### config.mk
export PLATFORM = sky130hd
export DESIGN_NAME = button_debouncer
export DESIGN_NICKNAME = d
export VERILOG_FILES = /design/src/rtl/button_debouncer.sv
export SDC_FILE = /design/constraint.sdc
export NUM_CORES = 1
export LEC_CHECK = 0
export CAP_MARGIN = 30
export CORE_MARGIN = 1
export CORE_UTILIZATION = 65
export DETAILED_ROUTE_END_ITERATION = 7
export PLACE_DENSITY = 0.84
export RECOVER_POWER = 50
export SLEW_MARGIN = 40
export SYNTH_ARGS = -nofsm -noshare
export SYNTH_HDL_FRONTEND = slang
export SYNTH_SLANG_ARGS = --single-unit
### constraint.sdc
create_clock -name clk -period 6.1 [get_ports clk]
set_input_delay 1.22 -clock clk [delete_from_list [all_inputs] [get_ports clk]]
set_output_delay 1.22 -clock clk [all_outputs]
set_load 0.05 [all_outputs]
### src/rtl/button_debouncer.sv
// ---------------------------------------------------------------------------
// button_debouncer
//
// Debounces N_BTN independent raw push-button inputs and turns them into a
// clean level plus one-clk press / release / auto-repeat pulses.
//
// The raw inputs are synchronized into the clk domain. A slow square-wave
// sample_clk, which is produced in the clk domain by a divider, is turned into
// a one-clk "tick" strobe by edge detection. Every channel FSM only advances
// on tick cycles, so the debounce time and repeat timing are measured in
// sample periods rather than in clk cycles.
//
// Parameters
//   N_BTN            number of button channels
//   DEBOUNCE_SAMPLES consecutive equal samples needed to accept a change (1..15)
//   REPEAT_DELAY     ticks held before the first auto-repeat pulse (1..255)
//   REPEAT_RATE      ticks between subsequent auto-repeat pulses (1..255)
//
// Ports
//   clk          system clock, rising edge
//   rst_n        asynchronous active-low reset
//   sample_clk   sampling square wave (clk domain, used as a level)
//   btn_raw      raw asynchronous button levels, active high
//   btn_level    debounced level per button
//   btn_press    one-clk pulse when a press is accepted
//   btn_release  one-clk pulse when a release is accepted
//   btn_repeat   one-clk pulse per auto-repeat event while held
// ---------------------------------------------------------------------------
module button_debouncer #(
    parameter int N_BTN            = 4,
    parameter int DEBOUNCE_SAMPLES = 4,
    parameter int REPEAT_DELAY     = 8,
    parameter int REPEAT_RATE      = 2
) (
    input  logic             clk,
    input  logic             rst_n,
    input  logic             sample_clk,
    input  logic [N_BTN-1:0] btn_raw,
    output logic [N_BTN-1:0] btn_level,
    output logic [N_BTN-1:0] btn_press,
    output logic [N_BTN-1:0] btn_release,
    output logic [N_BTN-1:0] btn_repeat
);

    typedef enum logic [1:0] {
        IDLE,
        PRESS_CHK,
        HELD,
        RELEASE_CHK
    } state_t;

    localparam logic [3:0] DS = 4'(DEBOUNCE_SAMPLES);
    localparam logic [7:0] RD = 8'(REPEAT_DELAY);
    localparam logic [7:0] RR = 8'(REPEAT_RATE);

    logic             sample_clk_q;
    logic             tick;
    logic [N_BTN-1:0] sync_meta;
    logic [N_BTN-1:0] btn_sync;

    state_t           state_q [N_BTN];
    state_t           state_d [N_BTN];
    logic [3:0]       cnt_q   [N_BTN];
    logic [3:0]       cnt_d   [N_BTN];
    logic [7:0]       rep_q   [N_BTN];
    logic [7:0]       rep_d   [N_BTN];
    logic [N_BTN-1:0] rate_q;
    logic [N_BTN-1:0] rate_d;

    logic [N_BTN-1:0] level_d;
    logic [N_BTN-1:0] press_d;
    logic [N_BTN-1:0] release_d;
    logic [N_BTN-1:0] repeat_d;

    // One-clk strobe on each rising edge of the sampling square wave.
    assign tick = sample_clk & ~sample_clk_q;

    always_ff @(posedge clk or negedge rst_n) begin
        if (!rst_n) begin
            sample_clk_q <= 1'b0;
            sync_meta    <= '0;
            btn_sync     <= '0;
        end else begin
            sample_clk_q <= sample_clk;
            sync_meta    <= btn_raw;
            btn_sync     <= sync_meta;
        end
    end

    // Per-channel next-state logic. Nothing moves unless tick is high, so a
    // static sample_clk freezes every channel. rate_d low means the next
    // repeat waits REPEAT_DELAY ticks, high means REPEAT_RATE ticks.
    // Leaving RELEASE_CHK back to HELD keeps the repeat counter untouched so
    // a short release glitch does not disturb the repeat cadence.
    always_comb begin
        for (int i = 0; i < N_BTN; i++) begin
            state_d[i]   = state_q[i];
            cnt_d[i]     = cnt_q[i];
            rep_d[i]     = rep_q[i];
            rate_d[i]    = rate_q[i];
            press_d[i]   = 1'b0;
            release_d[i] = 1'b0;
            repeat_d[i]  = 1'b0;

            if (tick) begin
                case (state_q[i])
                    IDLE: begin
                        if (btn_sync[i]) begin
                            if (DEBOUNCE_SAMPLES == 1) begin
                                state_d[i] = HELD;
                                cnt_d[i]   = 4'd0;
                                rep_d[i]   = 8'd0;
                                rate_d[i]  = 1'b0;
                                press_d[i] = 1'b1;
                            end else begin
                                state_d[i] = PRESS_CHK;
                                cnt_d[i]   = 4'd1;
                            end
                        end
                    end
                    PRESS_CHK: begin
                        if (btn_sync[i]) begin
                            if (cnt_q[i] + 4'd1 == DS) begin
                                state_d[i] = HELD;
                                cnt_d[i]   = 4'd0;
                                rep_d[i]   = 8'd0;
                                rate_d[i]  = 1'b0;
                                press_d[i] = 1'b1;
                            end else begin
                                cnt_d[i] = cnt_q[i] + 4'd1;
                            end
                        end else begin
                            state_d[i] = IDLE;
                            cnt_d[i]   = 4'd0;
                        end
                    end
                    HELD: begin
                        if (!btn_sync[i]) begin
                            if (DEBOUNCE_SAMPLES == 1) begin
                                state_d[i]   = IDLE;
                                cnt_d[i]     = 4'd0;
                                release_d[i] = 1'b1;
                            end else begin
                                state_d[i] = RELEASE_CHK;
                                cnt_d[i]   = 4'd1;
                            end
                        end else if (rep_q[i] + 8'd1 == (rate_q[i] ? RR : RD)) begin
                            rep_d[i]    = 8'd0;
                            rate_d[i]   = 1'b1;
                            repeat_d[i] = 1'b1;
                        end else begin
                            rep_d[i] = rep_q[i] + 8'd1;
                        end
                    end
                    RELEASE_CHK: begin
                        if (!btn_sync[i]) begin
                            if (cnt_q[i] + 4'd1 == DS) begin
                                state_d[i]   = IDLE;
                                cnt_d[i]     = 4'd0;
                                release_d[i] = 1'b1;
                            end else begin
                                cnt_d[i] = cnt_q[i] + 4'd1;
                            end
                        end else begin
                            state_d[i] = HELD;
                            cnt_d[i]   = 4'd0;
                        end
                    end
                    default: begin
                        state_d[i] = IDLE;
                        cnt_d[i]   = 4'd0;
                    end
                endcase
            end

            level_d[i] = (state_d[i] == HELD) || (state_d[i] == RELEASE_CHK);
        end
    end

    // Channel state plus registered outputs. Pulses come from the tick-gated
    // next-state logic, so they are high for exactly the one cycle after the
    // tick edge and drop again on the following edge.
    always_ff @(posedge clk or negedge rst_n) begin
        if (!rst_n) begin
            for (int i = 0; i < N_BTN; i++) begin
                state_q[i] <= IDLE;
                cnt_q[i]   <= 4'd0;
                rep_q[i]   <= 8'd0;
            end
            rate_q      <= '0;
            btn_level   <= '0;
            btn_press   <= '0;
            btn_release <= '0;
            btn_repeat  <= '0;
        end else begin
            for (int i = 0; i < N_BTN; i++) begin
                state_q[i] <= state_d[i];
                cnt_q[i]   <= cnt_d[i];
                rep_q[i]   <= rep_d[i];
            end
            rate_q      <= rate_d;
            btn_level   <= level_d;
            btn_press   <= press_d;
            btn_release <= release_d;
            btn_repeat  <= repeat_d;
        end
    end

endmodule

==> results of run 1 <==
final cells by class:
type                            count  area, um2  area share (%)
Sequential cell                    85       2130            43.6
Timing Repair Buffer               22        224            4.59
Clock inverter                      4       25.0           0.513
Tap cell                           77       96.3            1.97
Inverter                            8       30.0           0.615
Clock buffer                       12        135            2.77
Multi-Input combinational cell    357       2240            46.0
metrics by stage:
| stage | total power (W) | utilization, % |
|---|---|---|
| final | 0.00126 | 75.2 |
| after floorplan | 0.000859 | - |
| after global placement | 0.000912 | 72.5 |
| after CTS | 0.00126 | 75.1 |
| after detailed placement | 0.000931 | 72.7 |
| after global routing | 0.00133 | 75.2 |
power breakdown:
group / leakage [nW] / total, W / internal, W / switching (W)
sequential: 1.12 / 0.000704 / 0.000618 / 0.0000861
combinational: 0.913 / 0.000217 / 0.0000993 / 0.000118
clock: 0.0764 / 0.000341 / 0.000147 / 0.000194
total: 2.11 / 0.00126 / 0.000864 / 0.000398
worst max path at each step:
stage | from | end | slack, ns | cells past startpoint
after floorplan | sample_clk | rep_q[2] | 3.55 | 7
after global placement | sample_clk | rep_q[20] | 2.54 | 5
after global routing | sample_clk | rep_q[12] | 2.68 | 7
final | sample_clk | rep_q[12] | 2.99 | 7
after CTS | sample_clk | rep_q[12] | 3.06 | 7
after detailed placement | sample_clk | rep_q[29] | 2.72 | 6
cell usage in the layout (no fill, tap or decap), drive strengths merged, types with 5 or more instances in the layout:
cell type,n
dfrtp,85
nand2,59
o21ai,52
nor2,27
nand3,24
a21oi,16
clkdlybuf4s50,16
clkbuf,13
xor2,12
ha,12
nand2b,10
a31oi,10
nor3,10
nand4,9
o31ai,9
and3,9
and2,8
inv,8
mux2,8
xnor2,7
nor3b,7
nor2b,6
nor4,6
dlygate4sd3,5
o41ai,5
layer usage:
layer	up-vias	wire length [um]	GRT usage, %
met2	62	4290	43.7
met1	1749	4030	33.7
met3	8	272	5.64
met5	-	0	0
met4	0	85	9.24
li1	1734	-	-
flip-flops by register name, indices dropped and copies added (netlist names):
signal / count
rate_q: 4
btn_sync: 4
sync_meta: 4
sample_clk_q: 1
btn_release: 4
btn_press: 4
btn_level: 4
rep_q: 32
btn_repeat: 4
cnt_q: 16
state_q: 8
logic make-up after synthesis:
group | synth area share [%]
buffers and inverters | 2.21
DFF | 47.7
muxes | 2.92
adders and majority gates | 3.36
and+or+nand+nor | 22.9
xor gates and xnor gates | 3.73
AOI/OAI and AO/OA | 17.2
critical path, stage by stage:
cell and delay [ns]:
dlygate4sd3_1 0.57, nor2b_4 0.54, nand2_1 0.20, nor2_1 0.31, nor2_1 0.19, o21ai_0 0.21
o21ai_0 0.10
==> summary.md, run 1 <==
| Metric | Value |
|---|---|
| Detailed placer's ending HPWL | 5.77 mm |
| VDD IR max | 166 uV |
| First-pass GRT wire length | roughly 15 mm |
| Syn Inst Count | 467 |
| WL/cell | 15.4 um |
| Die span in x | 84.9 um |
| Syn avg cell area | 9.56 um2 |
| Row count | 29 |
| First-pass DRT Iterations | 6 |
| Vias in the first global route | 3395 |
| Crit end category | flop |
| Slew Viols, Final | 0 |
| Layout cells sized above 1 | between 7 and 8% |
| Resized cells post-CTS | 0 |
| DRC Markers | 1 |
| Worst r2r path cells | 7 |
| GRT Resource Usage Total | 26.0% |
| FF-to-FF setup slack | 3.91 ns |
| Commonest cells in the netlist | 85 x dfrtp_1, 59 x nand2_1, 52 x o21ai_0 |
| Max_slew headroom | 56.8% |
| CTS tree | done |
| Final RePlAce weighted congestion | 0.881 |
| Worst EP arrival | about 3.4 ns |
| Endpoints failing setup | 0 |
| CTS max path bufs | 2 |
| Worst Path Required | 6.33 ns |
| Post-CTS Setup Bufs | 0 |
| Yosys cell types | 57 |
| Hold WS | approximately 0.35 ns |
| HP Start | sync_meta[0] |
| Hold Path Class | flop to flop |
| Final hold vios | 0 |
| Setup Skew | 0.0112 ns |
| Htree depth | 3 |
| Max-Cap Viols | 0 |
| Syn nets | slightly below 500 |
| Hold_buf cts | 0 |
| Seq/Total Area, Yosys | 47.7% |
| Die H | 84.9 um |
| CP max FO | 29 |
| Status | complete, but fails checks |
| CTS clock-pin slew for the worst setup and hold paths | ~0.08 ns |
| Fillers | 453 |
| Finished Layout Cells | 565 |
| Main synth FF type | dfrtp_1 |
| Synth area leader | dfrtp_1 |
| Failing checks | design-rule violations |
| Vias per cell | 6.29 |
| Vias | 3553 |
| RSZ-0062 raised after global routing | no |
| Yosys top cell area share | 47.7% |
| Initial DRC count | approximately 220 |
| Area Growth Syn to Fin | 9.39% |
| Worst hold endpoint | btn_sync[0] |
| Post-route cell area | slightly below 5000 um2 |
| Setup TNS Final | 0 ns |
| Starting Density | 68.7% |
| I/O Buffers | 22 |
| Synth warnings | 0 |
| I/O pins | 23 |
| Area post-placement | ~4700 um2 |
| Count leader, synth | dfrtp_1 |
| Clk root buf | clkbuf_8 |
| Lkg Pwr | 2.11 nW |
| Worst skew pair latency | 0.36 ns |
| Kind of critical path | primary input to flop |
| Cell Area, Synth | 4460 um2 |
| R2R Path Start | cnt_q[4] |
| Period minus WS final | 3.11 ns |
| Dpl ws | approximately 2.7 ns |
| FF+latch count, synth | 85 |
| PwrDens | between 200 and 300 nW/um2 |
| Die ar. | 7200 um2 |
| Core Area | 6490 um2 |
| Asr flop ratio synth | 100% |
| Final Cycle Share | 51.0% |
| N_diodes | 0 |
| Setup crit start kind | primary input |
| Min setup slack post-route | about 3 ns |
| Least-Margin Pin Slew | around 0.65 ns |
| Worst r2r dst | rep_q[12] |
| Area contributors post-synth | dfrtp_1 48%, o21ai_0 5.8%, nand2_1 5.0% |
| Initial antenna violation count | 0 |
| DRT antenna net count | 0 |
| Largest net degree at the start of global routing | 86 |
| Clock Sinks | 85 |
| Post-synth EDFFs | 0 |
| Placed Cells incl. Taps | about 550 |
| Gr ovfl total | 0 |
| Hold path cells | 0 |
| Fin nets | 502 |
| Total Wirelength | 8.68 mm |
| Num CTS Buffers | 9 |
| Fmax | 321 MHz |
Note: power is estimated with default switching activity, not from simulation.
==> run 2: changes to the inputs <==
--- a/config.mk
+++ b/config.mk
@@ -7,9 +7,9 @@
 export LEC_CHECK = 0
 export CAP_MARGIN = 30
 export CORE_MARGIN = 1
-export CORE_UTILIZATION = 65
+export CORE_UTILIZATION = 60
 export DETAILED_ROUTE_END_ITERATION = 7
-export PLACE_DENSITY = 0.84
+export PLACE_DENSITY = 0.79
 export RECOVER_POWER = 50
 export SLEW_MARGIN = 40
 export SYNTH_ARGS = -nofsm -noshare
==> constraint.sdc (replaced) <==
create_clock -name clk -period 3.1 [get_ports clk]
set_input_delay 0.62 -clock clk [delete_from_list [all_inputs] [get_ports clk]]
set_output_delay 0.62 -clock clk [all_outputs]
set_load 0.05 [all_outputs]
==> run 2 against run 1 <==
  * The run now ends clean
  * Clock skew shrank 0.0049 ns
  * Largest power group unchanged
  * Combinational power up 96%
  * Register-to-register slack lost 3.0 ns
  * Clock-buffer cell count is 1 lower
  * Routed wire length fell by 4.2%
  * Critical endpoint is now rep_q[2]
  * Utilization fell by 6.2 points
==> summary.md, run 2 (synthesized netlist as in run 1, its figures left out) <==
| Metric | Value |
|---|---|
| Status | finished clean |
| Final hold vios | 0 |
| First-pass GRT wire length | 14.3 mm |
| Worst hold endpoint | btn_sync[3] |
| Vias per cell | 5.95 |
| Detailed placer's ending HPWL | approximately 5.7 mm |
| Kind of critical path | primary input to flop |
| Crit end category | flop |
| Worst skew pair latency | ~0.35 ns |
| DRT antenna net count | 0 |
| Fin nets | 505 |
| Row count | 31 |
| Largest stage delay, worst path | 0.57 ns |
| Critical Path Slowest Stage Cell | dlygate4sd3_1 |
| Worst r2r dst | rep_q[13] |
| Largest register by flop count | rep_q |
| Hold_buf cts | 0 |
| Worst Path Required | around 3.4 ns |
| Num CTS Buffers | 9 |
| Hold Path Class | flop to flop |
| Hold WS | 0.354 ns |
| Gr ovfl total | 0 |
| Final Cycle Share | 77.7% |
| Resized cells post-CTS | 0 |
| Most frequent cells in the layout | 85 x dfrtp_1, 59 x nand2_1, 52 x o21ai_0, 27 x nor2_1, 23 x nand3_1 |
| Period minus WS final | roughly 2.4 ns |
| Max_slew headroom | 3.85% |
| Clock Sinks | 85 |
| CTS max path bufs | 2 |
| Die span in x | roughly 90 um |
| CTS tree | done |
| R2R Path Start | cnt_q[4] |
| Met3 wire len | 228 um |
| Largest net degree at the start of global routing | 59 |
| Initial DRC count | 215 |
| HP Start | sync_meta[3] |
| Die H | around 88 um |
| WL/cell | 14.1 um |
| Die ar. | 7790 um2 |
| DRT met1 WL | 3.89 mm |
| Least-Margin Pin Slew | around 1.4 ns |
| Highest metal used | met4 |
| Worst r2r path cells | 7 |
| Post-CTS Setup Bufs | 0 |
| Total Wirelength | 8.31 mm |
| Setup Skew | approximately 0.0063 ns |
| CP max FO | 29 |
| Commonest non-fill, non-tap cell in the layout | dfrtp_1 |
| Setup TNS Final | 0 ns |
| RSZ-0062 raised after global routing | no |
| Tot Pwr | 0.00263 W |
| Final RePlAce weighted congestion | 0.882 |
| Clk root buf | clkbuf_8 |
| Lkg Pwr | approximately 2.2 nW |
| VDD IR max | 460 uV |
| CP cell instances | dlygate4sd3_1 -> nor2b_2 -> buf_4 -> and3_1 -> a41oi_2 -> o21ai_0 -> a22o_1 |
| Area Growth Syn to Fin | 11.5% |
| Fmax | 415 MHz |
| Min setup slack post-route | approximately 0.69 ns |
| Core Area | 7210 um2 |
| Htree depth | 3 |
| Setup crit start kind | primary input |
| Top Registers | rep_q x32, cnt_q x16, state_q x8 |
| GRT Resource Usage Total | 23.7% |
| Initial antenna violation count | 0 |
| Max FFs per register | 32 |
| Met2 wire len | 4.04 mm |
| Starting Density | 61.9% |
| Slew Viols, Final | 0 |
| DRC Markers | 0 |
| Worst EP arrival | 2.66 ns |
| PwrDens | 529 nW/um2 |
| First-pass DRT Iterations | 4 |
| Vias in the first global route | 3345 |
| N_diodes | 0 |
| I/O Buffers | 22 |
| Max-Cap Viols | 0 |
| Layout cells sized above 1 | under 10% |
| I/O pins | 23 |
| CTS clock-pin slew for the worst setup and hold paths | roughly 0.08 ns |
| FF-to-FF setup slack | 0.95 ns |
| Endpoints failing setup | 0 |
| Largest delay contributor family on the critical path | compound AO/OA/AOI/OAI gates |
| Crit path buffers/inverters | 2 |
| Dpl ws | 0.476 ns |
| Vias | 3508 |
| Hold path cells | 0 |
run 2: worst max path at each step:
stage,start,endpoint,cells past startpoint
2_1_floorplan,sample_clk,rep_q[2],7
3_3_place_gp,sample_clk,rep_q[2],7
3_5_place_dp,sample_clk,rep_q[2],7
4_1_cts,sample_clk,rep_q[2],7
5_1_grt,sample_clk,rep_q[2],7
6_report,sample_clk,rep_q[2],7
run 2: worst reg2reg max path, stage by stage, from the launching register on:
cell     delay, ns
dfrtp_1       0.45
ha_1          0.21
or3b_2        0.44
o31a_1        0.15
nor4_4        0.29
nor2_1        0.18
o21ai_0       0.21
o41ai_1       0.09
run 2: area by class of cell:
cell class	count	area, um2
repair buffers	25	250
well taps	99	124
multi-input cells	357	2240
fillers	582	2240
inverters	8	30.0
clock inverters	5	75.1
flip-flops and latches	85	2130
clock buffers	11	131
run 2: through the flow:
step / instances / instance area (um2) / util [%]
2_1_floorplan: 467 / 4460 / -
3_3_place_gp: 574 / 4770 / 66.2
3_5_place_dp: 574 / 4770 / 66.2
4_1_cts: 590 / 4980 / 69.0
5_1_grt: 590 / 4980 / 69.0
6_report: 590 / 4980 / 69.0
run 2: where the power goes:
part | leakage (nW) | internal [W] | switching [W]
registers | 1.12 | 0.00122 | 0.000166
logic | 0.925 | 0.000198 | 0.000227
clock network | 0.107 | 0.000450 | 0.000377
run 2: per-layer routing:
layer / vias up / GRT usage [%]
met5: - / 0
li1: 1742 / -
met1: 1697 / 29.5
met4: 0 / 11.3
met3: 11 / 3.92
met2: 58 / 40.6
